### src/rtl/ctrl_frame_pkg.sv
// Shared definitions for the control-frame fetch and inject paths: address map,
// header flag position, config register layout and FSM encodings.
package ctrl_frame_pkg;

    localparam logic [7:0] FetchBufBase = 8'h04;
    localparam logic [7:0] TxBufBase    = 8'h05;
    localparam logic [7:0] FetchCfgBase = 8'h14;
    localparam logic [7:0] TxCfgBase    = 8'h15;

    // Header bit that would make the switch return the frame to the CPU port
    localparam int unsigned HdrCtrlBit = 114;

    localparam int unsigned CfgBusyBit = 31;
    localparam int unsigned CfgSendBit = 30;
    localparam int unsigned CfgErrBit  = 29;

    typedef enum logic [1:0] {
        StIdle   = 2'd0,
        StBody   = 2'd1,
        StHeader = 2'd2
    } frame_state_e;

    function automatic logic [5:0] clamp_len(input logic [5:0] len, input logic [5:0] max_len);
        return (len > max_len) ? max_len : len;
    endfunction

endpackage

### src/rtl/ctrl_tx_buf.sv
// 16x32 frame buffer: byte-strobed write port, word readback port, byte fetch port
// and a tap of words 0..3 so the header can be captured in a single cycle.
module ctrl_tx_buf (
    input  logic         clk,
    input  logic         wr_en,
    input  logic [3:0]   wr_idx,
    input  logic [3:0]   wr_strb,
    input  logic [31:0]  wr_data,
    input  logic [3:0]   rd_idx,
    output logic [31:0]  rd_data,
    input  logic [5:0]   fetch_idx,
    output logic [7:0]   fetch_byte,
    output logic [127:0] hdr_words
);

    logic [31:0] mem [16];
    logic [31:0] fetch_word;

    always_ff @(posedge clk) begin
        if (wr_en) begin
            for (int b = 0; b < 4; b++) begin
                if (wr_strb[b]) begin
                    mem[wr_idx][8*b +: 8] <= wr_data[8*b +: 8];
                end
            end
        end
    end

    assign rd_data    = mem[rd_idx];
    assign fetch_word = mem[fetch_idx[5:2]];
    assign fetch_byte = fetch_word[{fetch_idx[1:0], 3'b000} +: 8];
    assign hdr_words  = {mem[3], mem[2], mem[1], mem[0]};

endmodule

### src/rtl/ctrl_frame_injector.sv
// CPU-to-switch control frame injector: buffers one frame written over iomem and
// pushes the body bytes, then the header word, into the switch FIFOs.
module ctrl_frame_injector
    import ctrl_frame_pkg::*;
#(
    parameter int unsigned HEADER_DWIDTH = 128,
    parameter int unsigned MAX_BODY      = 48
) (
    input  logic                     clk,
    input  logic                     rst,
    output logic [HEADER_DWIDTH-1:0] h_fifo_din,
    output logic                     h_fifo_wren,
    input  logic                     h_fifo_full,
    output logic [8:0]               b_fifo_din,
    output logic                     b_fifo_wren,
    input  logic                     b_fifo_full,
    input  logic                     iomem_valid,
    output logic                     iomem_ready,
    input  logic [3:0]               iomem_wstrb,
    input  logic [31:0]              iomem_addr,
    input  logic [31:0]              iomem_wdata,
    output logic [31:0]              iomem_rdata
);

    localparam logic [5:0] MaxLen = 6'(MAX_BODY);

    frame_state_e state_q, state_d;
    logic [5:0] cnt_q, cnt_d, flen_q, flen_d, len_q, len_d;
    logic [7:0] sent_q, sent_d;
    logic       err_q, err_d, ready_q;
    logic [31:0] rdata_q, rdata_d, rd_word, cfg_word;
    logic [8:0] b_din_q;
    logic [HEADER_DWIDTH-1:0] hdr_q, hdr_flat;
    logic [127:0] hdr_words;
    logic [7:0] fetch_byte;
    logic       buf_sel, cfg_sel, req_acc, send_req, len_wr, err_clr, err_set, busy;
    logic       unused_bits;

    assign buf_sel  = iomem_addr[31:24] == TxBufBase;
    assign cfg_sel  = iomem_addr[31:24] == TxCfgBase;
    // ready_q gating keeps a held valid from being acknowledged twice
    assign req_acc  = iomem_valid && !ready_q && (buf_sel || cfg_sel);
    assign send_req = req_acc && cfg_sel && iomem_wstrb[3] && iomem_wdata[CfgSendBit];
    assign err_clr  = req_acc && cfg_sel && iomem_wstrb[3] && iomem_wdata[CfgErrBit];
    assign len_wr   = req_acc && cfg_sel && iomem_wstrb[0];
    assign busy     = state_q != StIdle;
    assign unused_bits = ^{iomem_addr[23:6], iomem_addr[1:0], iomem_wdata[31], iomem_wdata[28:6]};

    ctrl_tx_buf u_buf (
        .clk        (clk),
        .wr_en      (req_acc && buf_sel && !busy),
        .wr_idx     (iomem_addr[5:2]),
        .wr_strb    (iomem_wstrb),
        .wr_data    (iomem_wdata),
        .rd_idx     (iomem_addr[5:2]),
        .rd_data    (rd_word),
        .fetch_idx  (6'd16 + cnt_d),
        .fetch_byte (fetch_byte),
        .hdr_words  (hdr_words)
    );

    always_comb begin
        hdr_flat = '0;
        for (int k = 0; k < 16; k++) begin
            hdr_flat[HEADER_DWIDTH-1-8*k -: 8] = hdr_words[8*k +: 8];
        end
        hdr_flat[HdrCtrlBit] = 1'b0;
    end

    always_comb begin
        cfg_word = '0;
        cfg_word[CfgBusyBit] = busy;
        cfg_word[CfgErrBit]  = err_q;
        cfg_word[15:8]       = sent_q;
        cfg_word[5:0]        = len_q;
        rdata_d = '0;
        if (req_acc) begin
            rdata_d = buf_sel ? rd_word : cfg_word;
        end
    end

    always_comb begin
        state_d     = state_q;
        cnt_d       = cnt_q;
        flen_d      = flen_q;
        len_d       = len_wr ? iomem_wdata[5:0] : len_q;
        sent_d      = sent_q;
        err_set     = 1'b0;
        b_fifo_wren = 1'b0;
        h_fifo_wren = 1'b0;
        unique case (state_q)
            StIdle: begin
                if (send_req) begin
                    if (len_d == 6'd0) begin
                        err_set = 1'b1;
                    end else begin
                        state_d = StBody;
                        cnt_d   = '0;
                        flen_d  = clamp_len(len_d, MaxLen);
                    end
                end
            end
            StBody: begin
                if (!b_fifo_full) begin
                    b_fifo_wren = 1'b1;
                    cnt_d       = cnt_q + 6'd1;
                    if (cnt_q == flen_q - 6'd1) begin
                        state_d = StHeader;
                    end
                end
            end
            StHeader: begin
                if (!h_fifo_full) begin
                    h_fifo_wren = 1'b1;
                    sent_d      = sent_q + 8'd1;
                    state_d     = StIdle;
                end
            end
            default: state_d = StIdle;
        endcase
        err_d = err_q;
        if (err_clr) err_d = 1'b0;
        if (err_set) err_d = 1'b1;
    end

    always_ff @(posedge clk) begin
        if (rst) begin
            state_q <= StIdle;
            cnt_q   <= '0;
            flen_q  <= '0;
            len_q   <= '0;
            sent_q  <= '0;
            err_q   <= 1'b0;
            ready_q <= 1'b0;
            rdata_q <= '0;
            b_din_q <= '0;
            hdr_q   <= '0;
        end else begin
            state_q <= state_d;
            cnt_q   <= cnt_d;
            flen_q  <= flen_d;
            len_q   <= len_d;
            sent_q  <= sent_d;
            err_q   <= err_d;
            ready_q <= req_acc;
            rdata_q <= rdata_d;
            // Stage the byte that the next BODY cycle will push
            if (state_d == StBody) begin
                b_din_q <= {cnt_d == flen_d - 6'd1, fetch_byte};
            end
            if (state_q == StBody && state_d == StHeader) begin
                hdr_q <= hdr_flat;
            end
        end
    end

    assign iomem_ready = ready_q;
    assign iomem_rdata = rdata_q;
    assign b_fifo_din  = b_din_q;
    assign h_fifo_din  = hdr_q;

endmodule

### config.mk
export PLATFORM = sky130hd
export DESIGN_NAME = ctrl_frame_injector
export DESIGN_NICKNAME = d
export VERILOG_FILES = /design/src/rtl/ctrl_frame_pkg.sv /design/src/rtl/ctrl_tx_buf.sv /design/src/rtl/ctrl_frame_injector.sv
export SDC_FILE = /design/constraint.sdc
export NUM_CORES = 1
export LEC_CHECK = 0
export CAP_MARGIN = 5
export CELL_PAD_IN_SITES_DETAIL_PLACEMENT = 1
export CELL_PAD_IN_SITES_GLOBAL_PLACEMENT = 2
export CORE_UTILIZATION = 40
export CTS_CLUSTER_SIZE = 24
export DETAILED_ROUTE_END_ITERATION = 10
export GPL_ROUTABILITY_DRIVEN = 0
export GPL_TIMING_DRIVEN = 0
export PLACE_DENSITY_LB_ADDON = 0.08
export SLEW_MARGIN = 20
export SYNTH_ARGS = -nofsm -noshare
export SYNTH_HDL_FRONTEND = slang
export SYNTH_HIERARCHICAL = 1
export SYNTH_SLANG_ARGS = --single-unit
### constraint.sdc
create_clock -name clk -period 5.07 [get_ports clk]
set_input_delay 1.014 -clock clk [delete_from_list [all_inputs] [get_ports clk]]
set_output_delay 1.014 -clock clk [all_outputs]
set_load 0.03 [all_outputs]
==> results of run 1 <==
## cell families (layout without fill, tap and decap cells)
logic type,Yosys count,in the layout,synth area share
AO/OA/AOI/OAI,243,243,0.0466
XOR/XNOR,28,28,0.00791
adder cells (fa/ha/maj),4,4,0.00162
buffers and inverters,150,522,0.0233
flip-flops,710,710,0.624
multiplexers,317,317,0.219
other,1,2,0.000121
AND/OR/NAND/NOR,558,558,0.0776
## routing by layer
metal,share of wire,vias up
met4,0.029,8
met1,0.40,11100
met2,0.47,1062
met5,0.0014,-
met3,0.091,164
li1,-,8470
## cells in the mapped netlist (3+ instances only)
library cell	number	area, µm²
edfxtp_1	512	15400
nand2_1	321	1200
mux4_2	287	6460
dfxtp_1	198	3960
a21oi_1	157	786
nor2_1	118	443
clkbuf_1	92	345
mux2i_1	29	290
buf_2	27	135
o22ai_1	23	144
nand3_1	22	110
and2_1	18	113
nor3_1	18	90.1
xnor2_1	18	158
nor2b_1	15	93.8
buf_6	10	113
o221ai_1	10	87.6
xor2_1	10	87.6
inv_1	9	33.8
o21ai_1	9	45.0
a22o_1	7	61.3
a22oi_1	7	52.6
nand4_1	7	43.8
a211oi_1	6	45.0
buf_1	6	22.5
and3_1	5	31.3
nand3b_1	5	37.5
nor4_1	5	31.3
a31oi_1	4	25.0
and4_1	4	35.0
ha_1	4	50.1
or3_1	4	25.0
a221o_1	3	30.0
buf_4	3	22.5
nand2b_1	3	18.8
o21ai_0	3	15.0
or2_2	3	18.8
## worst max-delay path, delay by kind of cell
kind,cells,cell delay [ns]
multiplexers,3,1.10
buffers and inverters,4,1.17
AND/OR/NAND/NOR,6,1.65
AO/OA/AOI/OAI,2,0.54
## final cells by class
class	instances	area share
Buffer	141	0.0218
Multi-Input combinational cell	1151	0.295
Tap cell	1030	0.0344
Antenna cell	1	0.0000668
Inverter	9	0.00100
Timing Repair Buffer	228	0.0608
Sequential cell	710	0.516
Clock buffer	110	0.0609
Clock inverter	34	0.00968
## worst paths after layout
path                                                   start                            to  slack [ns]  cells past startpoint
worst max register to register          flen_q[2]$_SDFF_PP0_   h_fifo_din[53]$_SDFFE_PP0P_        0.65                     10
worst min register to register  h_fifo_din[107]$_SDFFE_PP0P_  h_fifo_din[107]$_SDFFE_PP0P_        0.46                      2
worst min-delay path            h_fifo_din[107]$_SDFFE_PP0P_  h_fifo_din[107]$_SDFFE_PP0P_        0.46                      2
worst max-delay path                          iomem_addr[24]    b_fifo_din[4]$_SDFFE_PP0N_        0.03                     15
## state kept, by name, summed over array words and instances, names as in the netlist
register,flops
iomem_rdata,32
b_fifo_din,9
sent_q,8
state_q,2
cnt_q,6
err_q,1
h_fifo_din,127
iomem_ready,1
u_buf/mem,512
flen_q,6
len_q,6
## report_power, final
| part | switching (mW) | total, mW | internal, mW |
|---|---|---|---|
| logic | 0.302 | 0.481 | 0.179 |
| registers | 0.000336 | 6.21 | 6.21 |
| clock network | 2.37 | 5.92 | 3.55 |
## timing repair
| action | 4_1_cts | 5_1_grt |
|---|---|---|
| setup endpoints to repair | 8 | 8 |
| gates cloned | 0 | 0 |
| pin swaps | 1 | 3 |
| hold endpoints to repair | 0 | 0 |
| setup buffers | 2 | 2 |
| resized for setup | 43 | 48 |
==> flow_summary_export.csv, run 1 <==
group,metric,value,unit
yosys,ys_ff_latch,710,
grt,use_met3,0.0657,
die,core_area,76300,µm²
timing,finClkSkew,0.0196,ns
setup_path,cp_data_arrival_time,5.52,ns
yosys,yosysSeqAreaShare,0.624,
timing,fin_crit,5.04,ns
die,die_height,280,µm
placed_design,dp_hpwl,84.6,mm
cells_and_area,layout.nets,2398,
setup_path,crit_path_start_kind,"input port",
placed_design,dp.cells,3265,
timing,hold_slack,0.456,ns
cells_and_area,layout_common_cells,"edfxtp_1 (512), nand2_1 (320), mux4_2 (287)",
placed_design,dp_slack,-1.49,ns
grt,use_met1,0.405,
die,ios,245,
yosys,syn-num-nets,2088,
yosys,ys_types,62,
grt,busiest_layer,"met2",
yosys,yosysWarnings,6,
timing,tightest_slew,1.29,ns
power,ir_drop,203,µV
power,p_total,12.6,mW
setup_path,worstSetupPathType,"input port to register",
timing,setup_violations,0,
grt,grtUsageTotal,0.298,
cts,tritoncts,"done",
grt,grt_pass1_wl,162,mm
cts,cts_max_level,3,
grt,antenna_found_initial,7,
placed_design,io_buffers,223,
cells_and_area,final_common_cell,"edfxtp_1",
cells_and_area,fill_cells,7498,
yosys,syn_avg_cell_area,15.4,µm²
timing,slew-limit-headroom,0.141,
timing,fin_tns_setup,0,ns
timing,finalCritPeriodShare,0.994,
setup_path,required,5.55,ns
die,rows,101,
die,die-area,78600,µm²
cells_and_area,area_delta_synth_final,20.9,%
cells_and_area,layout.cells.non_filler,3414,
power,power.leakage,11.6,nW
cells_and_area,seq_area,19300,µm²
cts,clk_pin_slew,0.07,ns
yosys,ys_async_sr_fraction,0,
cells_and_area,final_cell_area,37500,µm²
drt,initialDrtViolationCount,2326,
timing,fmax,198,MHz
grt,first_global_vias,21200,
cells_and_area,multi_input_area,11100,µm²
grt,grt_use_met2,0.478,
cts,holdBufCountCts,0,
drt,first_pass_iters,5,
setup_path,cp_max_fo,10,
yosys,synth_area,31000,µm²
timing,slew_violations,0,
setup_path,crit_chain,"clkdlybuf4s50_1 > or3b_2 > nor4b_4 > mux2i_2 > nor2_4 > nor2_4 > buf_4 > buf_6 > buf_6 > mux4_2 > a22oi_1 > nand4_1 > a32o_1 > mux2i_1 > nor2_1",
drt,drc,0,
cells_and_area,postLayoutCoreUtil,0.491,
drt,wl,116,mm
yosys,syn_inst,2011,
setup_path,crit_path_end_kind,"register",
placed_design,placed_area,34600,µm²
drt,vias_per_cell,6.09,
grt,grt-ovfl-total,0,
yosys,synth_edf_count,512,
grt,grt_start_max_net_pins,21,
setup_path,cpPeakStageDelay,0.59,ns
drt,via_count,20800,
cts,numClockSinks,710,
die,start_util,0.406,
run_status,status,"complete, no violations",
cells_and_area,drive_gt1_frac,0.216,
die,die_x,280,µm
timing,hold_violations,0,
worst_hold_path,worst_hold_path_type,"register to register",
run,max_cap_viol_count,0,
cts,root_buffer,"clkbuf_16",
drt,ant_nets,0,
cts,cts_buffer_depth,3,
timing,finalWorstSetupSlack,0.0300,ns
yosys,synth_ff_type,"edfxtp_1",
cts,clk_latency,0.62,ns
setup_path,critPathSlowestCell,"mux4_2",
power,power_density,337,nW/µm²
drt,wl_per_cell,34.0,µm
cts,cts_buffers,80,
(Power assumes the default switching activity.)
==> run 2: changes to the inputs <==
--- a/config.mk
+++ b/config.mk
@@ -13,6 +13,7 @@
 export DETAILED_ROUTE_END_ITERATION = 10
 export GPL_ROUTABILITY_DRIVEN = 0
 export GPL_TIMING_DRIVEN = 0
+export HOLD_SLACK_MARGIN = 0.05
 export PLACE_DENSITY_LB_ADDON = 0.08
 export SLEW_MARGIN = 20
 export SYNTH_ARGS = -nofsm -noshare
==> results of run 2 <==
Same layout as run 1: the final DEF is identical, and so are final timing and power.
==> run 3: changes to the inputs <==
--- a/config.mk
+++ b/config.mk
@@ -8,6 +8,7 @@
 export CAP_MARGIN = 5
 export CELL_PAD_IN_SITES_DETAIL_PLACEMENT = 1
 export CELL_PAD_IN_SITES_GLOBAL_PLACEMENT = 2
+export CORE_ASPECT_RATIO = 2
 export CORE_UTILIZATION = 40
 export CTS_CLUSTER_SIZE = 24
 export DETAILED_ROUTE_END_ITERATION = 10
@@ -15,7 +16,6 @@
 export GPL_TIMING_DRIVEN = 0
 export HOLD_SLACK_MARGIN = 0.05
 export PLACE_DENSITY_LB_ADDON = 0.08
-export SLEW_MARGIN = 20
 export SYNTH_ARGS = -nofsm -noshare
 export SYNTH_HDL_FRONTEND = slang
 export SYNTH_HIERARCHICAL = 1
==> run 3 against run 2 <==
Effect of this change: the flow now finishes with violations (setup timing); register-to-register slack better by 0.08 ns; largest power group unchanged; clock power fell by 11%; power decreased by 5.1%; hold slack about the same.
==> flow_summary_export.csv, run 3 (synthesis gave the netlist of run 1 again) <==
group,metric,value,unit
power,p_total,12.0,mW
grt,grtUsageTotal,0.333,
timing,finClkSkew,0.0243,ns
setup_path,cp_max_fo,10,
die,core_area,76900,µm²
drt,wl_per_cell,37.7,µm
power,power_density,323,nW/µm²
timing,fin_crit,5.07,ns
setup_path,crit_path_end_kind,"register",
drt,vias_per_cell,6.16,
cts,root_buffer,"clkbuf_16",
timing,finalWorstSetupSlack,-0.00452,ns
power,ir_drop,275,µV
timing,tightest_slew,1.30,ns
timing,slew_violations,0,
timing,slew-limit-headroom,0.134,
cells_and_area,largest_register_ffs,512,
die,rows,144,
cells_and_area,layout.nets,2388,
cells_and_area,layout_common_cells,"edfxtp_1 (512), nand2_1 (320), mux4_2 (287)",
setup_path,crit_path_start_kind,"input port",
die,start_util,0.403,
run_status,violations,"setup timing",
grt,grt_start_max_net_pins,21,
cts,cts_buffers,68,
cells_and_area,final_common_cell,"edfxtp_1",
drt,via_count,20800,
grt,first_global_vias,22100,
timing,setup_violations,1,
cells_and_area,fill_cells,7636,
drt,first_pass_iters,5,
power,power.leakage,11.4,nW
cells_and_area,drive_gt1_frac,0.206,
die,ios,245,
cts,cts_max_level,3,
die,die_height,396,µm
timing,hold_violations,0,
cts,numClockSinks,710,
run_status,status,"complete, but fails checks",
cts,clk_pin_slew,0.06,ns
drt,ant_nets,0,
cts,clk_latency,0.67,ns
placed_design,dp_hpwl,98.7,mm
timing,finalCritPeriodShare,1.00,
placed_design,dp_slack,-1.99,ns
cells_and_area,area_delta_synth_final,19.6,%
grt,grt_pass1_wl,174,mm
cells_and_area,layout.cells.non_filler,3385,
cts,holdBufCountCts,0,
die,die_x,199,µm
setup_path,worstSetupPathType,"input port to register",
run,max_cap_viol_count,0,
setup_path,cp_data_arrival_time,5.58,ns
die,die-area,78700,µm²
cells_and_area,multi_input_area,11100,µm²
cts,cts_buffer_depth,3,
drt,initialDrtViolationCount,1599,
timing,hold_slack,0.456,ns
drt,wl,128,mm
cells_and_area,seq_area,19300,µm²
cells_and_area,regMostFlops,"u_buf/mem",
timing,fmax,197,MHz
worst_hold_path,worst_hold_path_type,"register to register",
placed_design,dp.cells,3257,
placed_design,io_buffers,223,
setup_path,required,5.58,ns
drt,drc,0,
timing,fin_tns_setup,-0.00452,ns
grt,grt-ovfl-total,0,
cts,tritoncts,"done",
grt,antenna_found_initial,2,
## run 3: timing repair
action                     in CTS  in global routing
setup endpoints to repair       8                  8
setup buffers                   3                  2
pin swaps                       2                  4
resized for setup              60                 34
## run 3: metrics by stage
stage / util / instance area [µm²]
6_report: 0.482 / 37100
5_1_grt: 0.482 / 37100
4_1_cts: 0.480 / 36900
3_5_place_dp: 0.449 / 34500
3_3_place_gp: 0.448 / 34500
2_1_floorplan: - / 31000
## run 3: worst max-delay path, cell delays in order
cell	delay (ns)
clkdlybuf4s50_1	0.40
or4b_4	0.59
nor4b_4	0.41
mux2i_4	0.39
nor2_1	0.11
o31a_1	0.24
buf_2	0.21
clkbuf_4	0.30
clkbuf_4	0.33
mux4_2	0.37
mux2i_2	0.44
a22oi_1	0.18
a32o_1	0.37
mux2i_1	0.15
nor2_1	0.05
## run 3: final cells by class
type	instances	area share
Antenna cell	2	0.000135
Buffer	141	0.0223
Clock buffer	98	0.0537
Clock inverter	22	0.00594
Inverter	9	0.000912
Multi-Input combinational cell	1151	0.299
Sequential cell	710	0.522
Tap cell	1022	0.0345
Timing Repair Buffer	230	0.0618
## run 3: power breakdown
part           leakage, nW  internal [mW]  switching [mW]
registers             6.19           6.21        0.000352
clock network         1.08           2.94            2.31
logic                 4.09          0.178           0.333
total                 11.4           9.33            2.64
## run 3: final timing paths
path | cells past startpoint | from | endpoint | slack [ns]
setup reg to reg | 14 | iomem_ready$_SDFF_PP0_ | b_fifo_din[4]$_SDFFE_PP0N_ | 0.73
hold / removal | 2 | err_q$_SDFFE_PP0P_ | err_q$_SDFFE_PP0P_ | 0.46
setup / recovery | 15 | iomem_addr[31] | b_fifo_din[4]$_SDFFE_PP0N_ | -0.005
hold reg to reg | 2 | err_q$_SDFFE_PP0P_ | err_q$_SDFFE_PP0P_ | 0.46
## run 3: metal layers
| metal | track usage | share of wire | vias to the layer above |
|---|---|---|---|
| met5 | 0 | 0.00012 | - |
| met4 | 0.313 | 0.11 | 2 |
| met3 | 0.0530 | 0.052 | 370 |
| met2 | 0.589 | 0.53 | 968 |
| met1 | 0.325 | 0.31 | 11100 |
| li1 | - | - | 8432 |
